### config.mk
export PLATFORM = sky130hd
export DESIGN_NAME = calc_alu_arbiter
export DESIGN_NICKNAME = d
export VERILOG_FILES = /design/src/rtl/calc_alu_arbiter.sv
export SDC_FILE = /design/constraint.sdc
export NUM_CORES = 1
export LEC_CHECK = 0
export CAP_MARGIN = 20
export CORE_UTILIZATION = 40
export CTS_BUF_LIST = sky130_fd_sc_hd__clkbuf_4 sky130_fd_sc_hd__clkbuf_8
export CTS_CLUSTER_DIAMETER = 200
export DETAILED_ROUTE_END_ITERATION = 7
export PLACE_DENSITY = 0.78
export SYNTH_ARGS = -nofsm -noshare
export SYNTH_HDL_FRONTEND = slang
export SYNTH_SLANG_ARGS = --single-unit
### constraint.sdc
create_clock -name clk -period 1.7 [get_ports clk]
set_input_delay 0.34 -clock clk [delete_from_list [all_inputs] [get_ports clk]]
set_output_delay 0.34 -clock clk [all_outputs]
set_load 0.05 [all_outputs]
### src/rtl/calc_alu_arbiter.sv
// rtl/calc_alu_arbiter.sv - round-robin arbiter/sequencer sharing one multi-cycle ALU between two requesters
module calc_alu_arbiter #(
    parameter int DW      = 8,
    parameter int TIMEOUT = 16
) (
    input  logic          clk,
    input  logic          rst,
    input  logic          req0,
    input  logic          req1,
    input  logic [DW-1:0] a0,
    input  logic [DW-1:0] b0,
    input  logic [DW-1:0] a1,
    input  logic [DW-1:0] b1,
    input  logic [2:0]    op0,
    input  logic [2:0]    op1,
    output logic          gnt0,
    output logic          gnt1,
    output logic          rdy0,
    output logic          rdy1,
    output logic [DW-1:0] res,
    output logic          err,
    output logic          busy,
    output logic          alu_start,
    output logic [DW-1:0] alu_a,
    output logic [DW-1:0] alu_b,
    output logic [2:0]    alu_op,
    input  logic [DW-1:0] alu_result,
    input  logic          alu_done
);

    localparam int            TW         = $clog2(TIMEOUT);
    localparam logic [TW-1:0] TIMER_LAST = TW'(TIMEOUT - 1);

    typedef enum logic [1:0] {
        S_IDLE,
        S_ISSUE,
        S_WAIT,
        S_RESP
    } state_t;

    state_t          state;
    state_t          state_nxt;
    logic            any_req;
    logic            win;
    logic            last;
    logic            owner;
    logic [TW-1:0]   timer;
    logic [DW-1:0]   hold_res;
    logic            hold_err;

    always_comb begin
        state_nxt = state;
        any_req   = req0 | req1;
        win       = (req0 && req1) ? ~last : req1;
        case (state)
            S_IDLE:  if (any_req) state_nxt = S_ISSUE;
            S_ISSUE: state_nxt = S_WAIT;
            S_WAIT:  if (alu_done || timer == TIMER_LAST) state_nxt = S_RESP;
            S_RESP:  state_nxt = S_IDLE;
            default: state_nxt = S_IDLE;
        endcase
    end

    always_ff @(posedge clk) begin
        if (rst) begin
            state     <= S_IDLE;
            gnt0      <= 1'b0;
            gnt1      <= 1'b0;
            rdy0      <= 1'b0;
            rdy1      <= 1'b0;
            res       <= '0;
            err       <= 1'b0;
            busy      <= 1'b0;
            alu_start <= 1'b0;
            alu_a     <= '0;
            alu_b     <= '0;
            alu_op    <= '0;
            last      <= 1'b1;
            owner     <= 1'b0;
            timer     <= '0;
            hold_res  <= '0;
            hold_err  <= 1'b0;
        end else begin
            state     <= state_nxt;
            gnt0      <= 1'b0;
            gnt1      <= 1'b0;
            rdy0      <= 1'b0;
            rdy1      <= 1'b0;
            alu_start <= 1'b0;
            // busy stays up through the rdy cycle, which is already spent in IDLE
            busy      <= (state != S_IDLE) || (state_nxt != S_IDLE);
            case (state)
                S_IDLE: begin
                    if (any_req) begin
                        gnt0   <= ~win;
                        gnt1   <= win;
                        last   <= win;
                        owner  <= win;
                        alu_a  <= win ? a1 : a0;
                        alu_b  <= win ? b1 : b0;
                        alu_op <= win ? op1 : op0;
                    end
                end
                S_ISSUE: begin
                    alu_start <= 1'b1;
                    timer     <= '0;
                end
                S_WAIT: begin
                    // alu_result is only valid with alu_done, so stage it until RESP
                    if (alu_done) begin
                        hold_res <= alu_result;
                        hold_err <= 1'b0;
                    end else if (timer == TIMER_LAST) begin
                        hold_res <= '0;
                        hold_err <= 1'b1;
                    end else begin
                        timer <= timer + TW'(1);
                    end
                end
                S_RESP: begin
                    res  <= hold_res;
                    err  <= hold_err;
                    rdy0 <= ~owner;
                    rdy1 <= owner;
                end
                default: ;
            endcase
        end
    end

endmodule

* Word-level counts from Yosys, hierarchy flattened
Cells that the tools add are included.
** Cells by class
- Muxes and demuxes :: 15
- Bitwise logic cells :: 7
- Reduce and logical (&&, ||, !) cells :: 13
- Equality and inequality tests :: 6
- Add/sub/neg operators :: 1
** Operator list (number)
- $mux W8 :: 4
- $mux W4 :: 2
- $pmux W2 S4 :: 1
- $pmux W4 S2 :: 1
- $reduce_bool A2 Y1 :: 4
- $not A1 Y1 :: 6
- $add A4 B1 Y4 const B :: 1
- $eq A2 B2 Y1 const B :: 2
- $eq A4 B4 Y1 const B :: 1
- $mux W1 :: 4
- $mux W2 :: 2
- $ne A2 B2 Y1 const B :: 2
- $reduce_and A2 Y1 :: 2
- $mux W3 :: 1
- $reduce_and A3 Y1 :: 1
- $reduce_or A3 Y1 :: 1
- $eq A2 B1 Y1 const B :: 1
- $logic_not A2 Y1 :: 1
- $logic_or A1 B1 Y1 :: 2
- $reduce_or A2 Y1 :: 1
- $logic_and A1 B1 Y1 :: 1
- $or A1 B1 Y1 :: 1
** Storage, ports and cells
- Input port bits :: 51
- Output and inout bits :: 34
- Register bits after elaboration :: 51
- Logic and storage cells :: 59

* Longest topological paths before layout
- Depth after elaboration :: 6
- Mapped depth :: 7
- Gate-level depth less buffers :: 5

* Least setup slack after synthesis
No wires, ideal clock.
- Path kind :: register to register
- From :: reg state[0]
- To :: reg alu_a[7]
- Clock period less this slack :: 1384 ps
- Setup slack :: 316 ps
- Data required time :: 1574 ps
- Path buffers :: 2
- Data arrival time :: 1258 ps
- Library setup time :: 126 ps
- Cell stages (with the launch flop) :: 8
- Cells stage by stage :: dfxtp_1 > inv_1 > ha_1 > o21a_1 > buf_4 > buf_6 > nor2_1 > a211oi_2
** Between the ends
- Word-level cells in the longest chain between the ends :: 2
** RTL lines
- from (decl) :: line 41 : state_t state;
- from (signal assigned) :: line 84 : state <= state_nxt;
- $logic_not A2 Y1 :: line 92 : case (state)
- $reduce_and A2 Y1 (no line)
- to (signal assigned) :: line 99 : alu_a <= win ? a1 : a0;
- to (decl) :: line 24 : output logic [DW-1:0] alu_a,
No other way between the ends.
A chain may end at the register's enable or synchronous reset.

* Final worst setup path
- From :: reg timer[0]
- To :: reg busy
** Between the ends
- Word-level cells in the longest chain between the ends :: 6
** RTL lines
- from (decl) :: line 47 : logic [TW-1:0] timer;
- from (signal assigned) :: line 117 : timer <= timer + TW'(1);
- $eq A4 B4 Y1 :: line 58 : S_WAIT: if (alu_done || timer == TIMER_LAST) state_nxt = S_RESP;
- $logic_or A1 B1 Y1 :: line 58
- $mux W2 :: line 58
- $pmux W2 S4 :: line 55 : case (state)
- $reduce_bool A2 Y1 :: line 91 : busy <= (state != S_IDLE) || (state_nxt != S_IDLE);
- $logic_or A1 B1 Y1 :: line 91
- to (signal assigned) :: line 91
- to (decl) :: line 22 : output logic busy,
No other way between the ends.

==> metrics.yaml <==
logic_synthesis:
  syn_avg_cell_area_um2: 9.07
  synth_fp_nets: 296
  yosys.area.top_type: "dfxtp_1"
  synth.distinct_cells: 37
  synth_edf_count: 0
  async_flop_share: 0
  synth_warnings: 0
  synth_cells: 239
  ys.flop_type: "dfxtp_1"
  synth_area_mm2: 0.00217
  ys_ff_latch: 51
  synth_area_leaders: "dfxtp_1 47%, a21oi_1 7.4%, a211oi_2 5.8%"
  ys_seq_area_frac: 0.471
  synth_top_area_frac: 0.471
sta:
  drv_slew: 0
  fin_crit_sh: 0.863
  hold_viol: 0
  rsz0062_at_grt: "no"
  setup_slack_ns: 0.233
  worst_pin_slew_ns: 0.436
  slew_headroom: 0.705
  final.setup.tns_ns: 0
  finalCriticalPeriod_ns: 1.47
  max_freq_mhz: 682
  final-setup-viol-count: 0
  final.setup_skew_ns: 0.00420
detailed_routing:
  vias: 1997
  routed_wl_mm: 5.20
  antenna_left: 0
  drt_iter0_markers: 95
  firstDrtPassIters: 4
  drc: 0
  wl_per_cell_um: 13.1
  vias_per_cell: 5.04
placed_design:
  post_dp_cell_area_mm2: 0.00301
  dpl_worst_slack_ns: -0.0397
  portBuffers: 84
  placed_cells: 388
  gp_congestion: 0.693
  dp_hpwl_mm: 3.74
pwr:
  total_power_mw: 5.00
  peakVddDrop_mv: 0.657
  pwr_density_cell_mw_per_mm2: 1580
  power.leakage_nw: 1.28
clock_network:
  clockRootBuffer: "clkbuf_8"
  clk_pin_slew_worst_paths_ns: 0.09
  htreeDepth: 2
  cts_buffer_depth: 2
  clkLatencyLatePin_ns: 0.30
  cts_tree: "yes"
  numClockSinks: 51
  ctsHoldBuffers: 0
  cts_inserted_buffers: 5
finish:
  diodes: 0
  final_nets: 382
  syn_to_final_growth_pct: 45.5
  stdcell_count: 396
  drive_gt1_frac: 0.212
  fin_area_mm2: 0.00315
worst_setup_path:
  path_class: "register to register"
  end_kind: "register"
  arrival_ns: 1.67
  required_ns: 1.90
  start_kind: "register"
  path_max_fanout: 6
global_route:
  use_met3: 0.0569
  grt_remaining_overflow: 0
  grtUsageMet2: 0.308
  grt_pass1_wl_mm: 7.91
  antenna_found_initial: 0
  grt_pass1_vias: 1720
  grt_use_met1: 0.223
  grt.busiest_layer: "met2"
  grt_usage: 0.182
  grt_max_degree: 23
floorplan:
  core_mm2: 0.00517
  start_util: 0.419
  die-area_mm2: 0.00572
  num_io_pins: 85
  die_h_um: 75.6
  fp.dieW_um: 75.6
  rows: 26
job:
  maxCapViolations: 0
hold_path:
  hold_class: "primary input to register"
run_status:
  status: "complete, no violations"
==> where the power goes <==
| group | total, mW | internal [mW] | switching [mW] |
|---|---|---|---|
| Clock | 0.998 | 0.604 | 0.394 |
| Combinational | 2.42 | 0.894 | 1.52 |
| Sequential | 1.58 | 1.45 | 0.130 |
| Total | 5.00 | 2.95 | 2.05 |
==> registers in the layout, summed over array words and instances (netlist names), 2 cells and up <==
| register | cells |
|---|---|
| hold_res | 8 |
| res | 8 |
| state | 2 |
| alu_a | 8 |
| alu_op | 3 |
| alu_b | 8 |
| timer | 4 |
==> final timing paths <==
path / depth (start not counted) / slack, ns / end / start
setup / recovery: 4 / 0.23 / busy$_SDFF_PP0_ / timer[0]$_SDFFE_PP0P_
hold / removal: 2 / 0.43 / gnt1$_SDFF_PP0_ / rst
hold reg to reg: 1 / 0.45 / rdy0$_SDFF_PP0_ / owner$_SDFFE_PP0P_
setup reg to reg: 4 / 0.23 / busy$_SDFF_PP0_ / timer[0]$_SDFFE_PP0P_
==> metrics by stage <==
step | hold slack [ns] | util
3_5_place_dp | 0.433 | 0.582
6_report | 0.432 | 0.610
2_1_floorplan | 0.413 | -
3_3_place_gp | 0.423 | 0.582
5_1_grt | 0.448 | 0.610
4_1_cts | 0.426 | 0.609
==> cells in the final DEF (no fill, tap or decap), types with 2 or more instances in the layout <==
cell type / instances
nand2_1: 29
bufinv_16: 2
nor2_1: 30
ha_1: 6
inv_1: 3
buf_12: 2
buf_4: 43
nand2b_1: 2
mux2i_1: 9
clkdlybuf4s50_1: 49
a31o_2: 2
nor3_1: 4
clkbuf_8: 5
nor2b_1: 5
a21oi_1: 32
a211oi_1: 10
a211oi_2: 10
nor4_1: 3
o21ai_0: 8
dfxtp_1: 51
nor4b_1: 2
==> cell families after synthesis <==
logic type,count (synthesis),share of synthesized area
simple gates,82,0.171
compound gates,72,0.229
flops,51,0.471
buf+inv,19,0.0525
mux,9,0.0415
fa+ha+maj,6,0.0346
==> per-layer routing <==
layer | wire [µm] | part of all wire
met5 | 0 | 0
met4 | 42 | 0.0081
met3 | 478 | 0.092
met2 | 2350 | 0.45
met1 | 2320 | 0.45
==> repair_timing <==
action | CTS | global route
endpoints found under the setup margin | 0 | 3
gates resized for setup | 0 | 1
buffers inserted | 0 | 0
==> cell usage after synthesis, types with 2 or more instances <==
cell type,count
inv_1,3
nor3_1,4
dfxtp_1,51
a31oi_1,2
a211oi_2,10
nand2_1,29
a31o_2,2
nor4_1,3
nor2b_1,5
a21oi_1,32
clkbuf_1,2
o21ai_0,8
nor4b_1,2
a211oi_1,10
buf_4,3
mux2i_1,9
nand2b_1,2
buf_6,3
nor2_1,30
buf_2,7
ha_1,6
==> layout make-up <==
type	count	area, µm²
clock buffer	6	76.3
clock inverter	2	60.1
fill	468	2020
inverter	3	11.3
multi-input combinational	169	1040
sequential	51	1020
tap	70	87.6
timing repair buffer	95	858
==> critical path: stages, from the launching register on <==
cell and delay [ns]:
dfxtp_1 0.41, ha_1 0.27, and3_1 0.30, o31ai_1 0.10, a221oi_1 0.29
Note: power is estimated with default switching activity, not from simulation.
